--- src/rtl/seq_shift_rotate.sv ---
// Bit-serial rotate/shift engine (ROL, ROR, LSL, ASR) moving the operand one position per clock.
// Latency: done strobes the cycle after the amount-th step edge (amount=0: right after the start edge).
// Backpressure: start is ignored while busy; a start during the done cycle is accepted with no gap.
module seq_shift_rotate #(
    parameter int WIDTH = 16,
    parameter int AMT_W = 5
) (
    input  logic             clk,
    input  logic             reset,
    input  logic             start,
    input  logic [1:0]       mode,
    input  logic [AMT_W-1:0] amount,
    input  logic [WIDTH-1:0] data_in,
    output logic [WIDTH-1:0] result,
    output logic             carry,
    output logic             busy,
    output logic             done
);

    typedef enum logic [1:0] {
        S_IDLE = 2'd0,
        S_RUN  = 2'd1,
        S_DONE = 2'd2
    } state_t;

    typedef enum logic [1:0] {
        M_ROL = 2'b00,
        M_ROR = 2'b01,
        M_LSL = 2'b10,
        M_ASR = 2'b11
    } mode_t;

    state_t           state_q, state_d;
    mode_t            mode_q, mode_d;
    logic [WIDTH-1:0] result_q, result_d;
    logic             carry_q, carry_d;
    logic [AMT_W-1:0] cnt_q, cnt_d;

    logic [WIDTH-1:0] step_res;
    logic             step_carry;
    logic             accept;

    always_comb begin
        step_res   = result_q;
        step_carry = carry_q;
        case (mode_q)
            M_ROL: begin
                step_res   = {result_q[WIDTH-2:0], result_q[WIDTH-1]};
                step_carry = result_q[WIDTH-1];
            end
            M_ROR: begin
                step_res   = {result_q[0], result_q[WIDTH-1:1]};
                step_carry = result_q[0];
            end
            M_LSL: begin
                step_res   = {result_q[WIDTH-2:0], 1'b0};
                step_carry = result_q[WIDTH-1];
            end
            M_ASR: begin
                step_res   = {result_q[WIDTH-1], result_q[WIDTH-1:1]};
                step_carry = result_q[0];
            end
            default: ;
        endcase
    end

    assign accept = start && ((state_q == S_IDLE) || (state_q == S_DONE));

    always_comb begin
        state_d  = state_q;
        mode_d   = mode_q;
        result_d = result_q;
        carry_d  = carry_q;
        cnt_d    = cnt_q;

        case (state_q)
            S_IDLE: state_d = S_IDLE;
            S_RUN: begin
                result_d = step_res;
                carry_d  = step_carry;
                cnt_d    = cnt_q - 1'b1;
                state_d  = (cnt_q <= 1) ? S_DONE : S_RUN;
            end
            S_DONE:  state_d = S_IDLE;
            default: state_d = S_IDLE;
        endcase

        // A new request overrides the DONE->IDLE return so back-to-back ops have no gap.
        if (accept) begin
            mode_d   = mode_t'(mode);
            result_d = data_in;
            carry_d  = 1'b0;
            cnt_d    = amount;
            state_d  = (amount != '0) ? S_RUN : S_DONE;
        end
    end

    always_ff @(posedge clk or posedge reset) begin
        if (reset) begin
            state_q  <= S_IDLE;
            mode_q   <= M_ROL;
            result_q <= '0;
            carry_q  <= 1'b0;
            cnt_q    <= '0;
        end else begin
            state_q  <= state_d;
            mode_q   <= mode_d;
            result_q <= result_d;
            carry_q  <= carry_d;
            cnt_q    <= cnt_d;
        end
    end

    assign result = result_q;
    assign carry  = carry_q;
    assign busy   = (state_q == S_RUN);
    assign done   = (state_q == S_DONE);

endmodule

--- config.mk ---
export PLATFORM = sky130hd
export DESIGN_NAME = seq_shift_rotate
export DESIGN_NICKNAME = d
export VERILOG_FILES = /design/src/rtl/seq_shift_rotate.sv
export SDC_FILE = /design/constraint.sdc
export NUM_CORES = 1
export LEC_CHECK = 0
export ABC_AREA = 1
export CAP_MARGIN = 20
export CORE_ASPECT_RATIO = 1.5
export CORE_MARGIN = 2
export CORE_UTILIZATION = 40
export DETAILED_ROUTE_END_ITERATION = 7
export PLACE_DENSITY = 0.68
export REMOVE_ABC_BUFFERS = 1
export SYNTH_ARGS = -nofsm -noshare
export SYNTH_HDL_FRONTEND = slang
export SYNTH_SLANG_ARGS = --single-unit
--- constraint.sdc ---
create_clock -name clk -period 1.5 [get_ports clk]
set_clock_uncertainty 0.1 [all_clocks]
set_input_delay 0.225 -clock clk [delete_from_list [all_inputs] [get_ports clk]]
set_output_delay 0.225 -clock clk [all_outputs]
set_load 0.05 [all_outputs]
==> metrics.md <==
| Metric | Value |
|---|---|
| PwrDens | `about 2600 nW/um^2` |
| Synthesized flop and latch total | `26` |
| Antenna violations before repair | `0` |
| Die width | `53.0 um` |
| Register area share after synthesis | `45.1%` |
| Status | `completed` |
| Max Slew Vio Count | `0` |
| Final worst path period share | `between 90 and 100%` |
| End of the worst register-to-register path | `result[15]$_DFFE_PP0P_` |
| H-Tree Depth | `1` |
| Vias in the first global route | `1515` |
| Ranking of synthesized cells by area | `dfrtp_1 (45%), nand2_1 (15%), nor2_1 (7.3%)` |
| Cell variety after synth | `17` |
| Crit path from | `state_q[0]$_DFF_PP0_` |
| DR iter-0 viols | `28` |
| Kind of critical path | `reg -> out` |
| Cell area after synthesis | `1440 um^2` |
| Slew Limit Headroom | `77.6%` |
| Routability cong. | `between 0.8 and 0.9` |
| Critical Path AT | `1120 ps` |
| Vias after detailed routing | `around 1.5k` |
| Initial Utilization | `about 42%` |
| Post-DRT Antenna Nets | `0` |
| Int Power | `about 3.3 mW` |
| Leading cell type in the layout, fill and taps excluded | `nand2_1` |
| Switching portion of total power | `approximately 46%` |
| TritonCTS clock tree | `done` |
| Synth-to-Final Area Change | `59.7%` |
| Vias per cell | `5.00` |
| Max Cap Viol | `0` |
| GRT Residual Overflow | `0` |
| Hold-fix buffers, CTS | `0` |
| Worst reg2reg path depth | `6` |
| R2r setup slk | `about 90 ps` |
| Reg2reg start | `state_q[0]$_DFF_PP0_` |
| CTS Buf Count | `3` |
| Final number of hold-violating endpoints | `0` |
| Final setup violation count | `0` |
| HPWL Detailed | `approximately 2.8 mm` |
| Setup TNS | `0 ps` |
| CP dominant cell by count | `buf_12` |
| Critical Path Source Type | `flip-flop` |
| Die extent in y | `between 70 and 80 um` |
| Critical-path maximum fanout | `3` |
| Sequential share of power | `24.9%` |
| Yosys top cell area share | `45.1%` |
| CP peak stage delay | `400 ps` |
| Worst-Skew Late Latency | `280 ps` |
| Mapped Avg Cell Area | `around 7.4 um^2` |
| Total Routing Usage GR | `21.3%` |
| Core footprint | `roughly 3400 um^2` |
| DR pass1 iterations | `4` |
| Worst-Margin Slew | `between 300 and 400 ps` |
| # diodes | `0` |
| Syn Inst Count | `between 150 and 200` |
| CP Capture Point | `busy` |
| Bufs on Longest Clock Path | `2` |
| Most frequent cells in the layout | `nand2_1 (54), nor2_1 (27), dfrtp_1 (26), clkdlybuf4s50_1 (25), buf_12 (20)` |
| Critical-path cell list | `inv_2 > nor2_2 > buf_12 > buf_12` |
| Min Tclk post-route | `about 1400 ps` |
| FP Rows | `26` |
| Worst-path clk slew | `about 100 ps` |
| First-pass GRT wire length | `about 6.7 mm` |
| Combinational power share | `65.3%` |
| FMAX | `around 700 MHz` |
| Largest net degree at the start of global routing | `27` |
| Min-Delay Path Class | `in -> async` |
| Max stage delay cell, worst path | `dfrtp_1` |
| RSZ-0062 raised after global routing | `no` |
| Clock Tree Root | `clkbuf_8` |
| Share of cells above drive strength 1 | `19.1%` |
| Leakage Power | `1.07 nW` |
| IO Port Bufs | `44` |
| Clock group share of total power | `~9.8%` |
| Overall Power | `between 6 and 7 mW` |
| Io pins | `45` |
| Drt total wl | `~3.8 mm` |
| # DRC | `0` |
| Largest area contributor in the netlist | `dfrtp_1` |
| WP data required | `1170 ps` |
| Nets | `280` |
| CTS Sinks | `26` |
| Warning count from the yosys run | `0` |
| Avg WL per Cell | `between 10 and 15 um` |
| Final hold slack | `a little under 200 ps` |
| Switching power | `2.81 mW` |
| Full die area | `between 4000 and 5000 um^2` |
| Maximum VDD drop | `between 1000 and 1500 uV` |
| Setup crit end kind | `output port` |
## worst min-delay path by stage
stage	from	endpoint
after floorplan	reset	carry$_DFFE_PP0P_
after global placement	cnt_q[1]$_DFFE_PP0P_	cnt_q[1]$_DFFE_PP0P_
final	reset	result[6]$_DFFE_PP0P_
after global routing	reset	result[8]$_DFFE_PP0P_
after detailed placement	cnt_q[1]$_DFFE_PP0P_	cnt_q[1]$_DFFE_PP0P_
after CTS	reset	result[3]$_DFFE_PP0P_
## what timing repair did
item,4_1_cts,5_1_grt
pin swaps,0,2
endpoints found under the hold margin,0,0
endpoints found under the setup margin,1,18
setup buffers,2,1
resized for setup,1,8
## metal layers
layer  track usage (%)  vias to the layer above  wire (um)  share of wire (%)
met5                 0                        -          0                  0
met4              6.67                        0         38                1.0
met3              2.31                        4        125                3.3
met2              36.6                       29       2070                 54
met1              27.2                      685       1580                 41
li1                  -                      748          -                  -
## synth_stat cells (all sizes together)
cell / n
nand2: 56
nor2: 28
dfrtp: 26
inv: 20
o21ai: 15
o211ai: 14
nand3: 11
buf: 8
o22ai: 7
or2: 3
ha: 2
a21boi: 1
a21oi: 1
clkbuf: 1
nor3: 1
o21bai: 1
## area by class of cell
type                    instances  area (um^2)
clock buffers                   3         41.3
clock inverters                 1         30.0
fillers                       287         1110
inverters                      20         75.1
multi-input cells             140          676
flip-flops and latches         26          651
well taps                      42         52.6
repair buffers                 61          778
## critical path: cells and delay by family (launching register included)
kind / cells / cell delay (ps)
buffers and inverters: 3 / 300
and+or+nand+nor: 1 / 150
DFF: 1 / 400
## sequential cells by signal (all words and copies together) (netlist names)
signal and count:
result 16, state_q 2, cnt_q 5, carry 1, mode_q 2
## power groups by stage
stage          clock [mW]  combinational, mW  sequential (mW)
3_5_place_dp            0               3.84             1.52
6_report            0.593               3.96             1.51
3_3_place_gp            0               3.80             1.52
2_1_floorplan           0               1.29             2.19
4_1_cts             0.598               3.91             1.51
5_1_grt             0.625               4.30             1.57
## logic make-up (layout without fill, tap and decap cells)
| family | after synthesis | count (layout) | synth area share [%] |
|---|---|---|---|
| buf+inv | 29 | 85 | 8.93 |
| flops | 26 | 26 | 45.1 |
| compound gates | 39 | 39 | 16.9 |
| simple gates | 99 | 99 | 27.3 |
| fa+ha+maj | 2 | 2 | 1.73 |
## stage by stage
stage | instances | worst slack, ps | instance area, um^2 | utilization (%)
floorplan | 186 | -433 | 1390 | -
CTS | 292 | 17.7 | 2280 | 66.7
finish | 293 | 51.5 | 2300 | 67.4
global route | 293 | 2.87 | 2300 | 67.4
global placement | 286 | -47.8 | 2190 | 64.1
detailed placement | 286 | -70.9 | 2190 | 64.1
No activity file was read; power rests on OpenSTA's default activity.
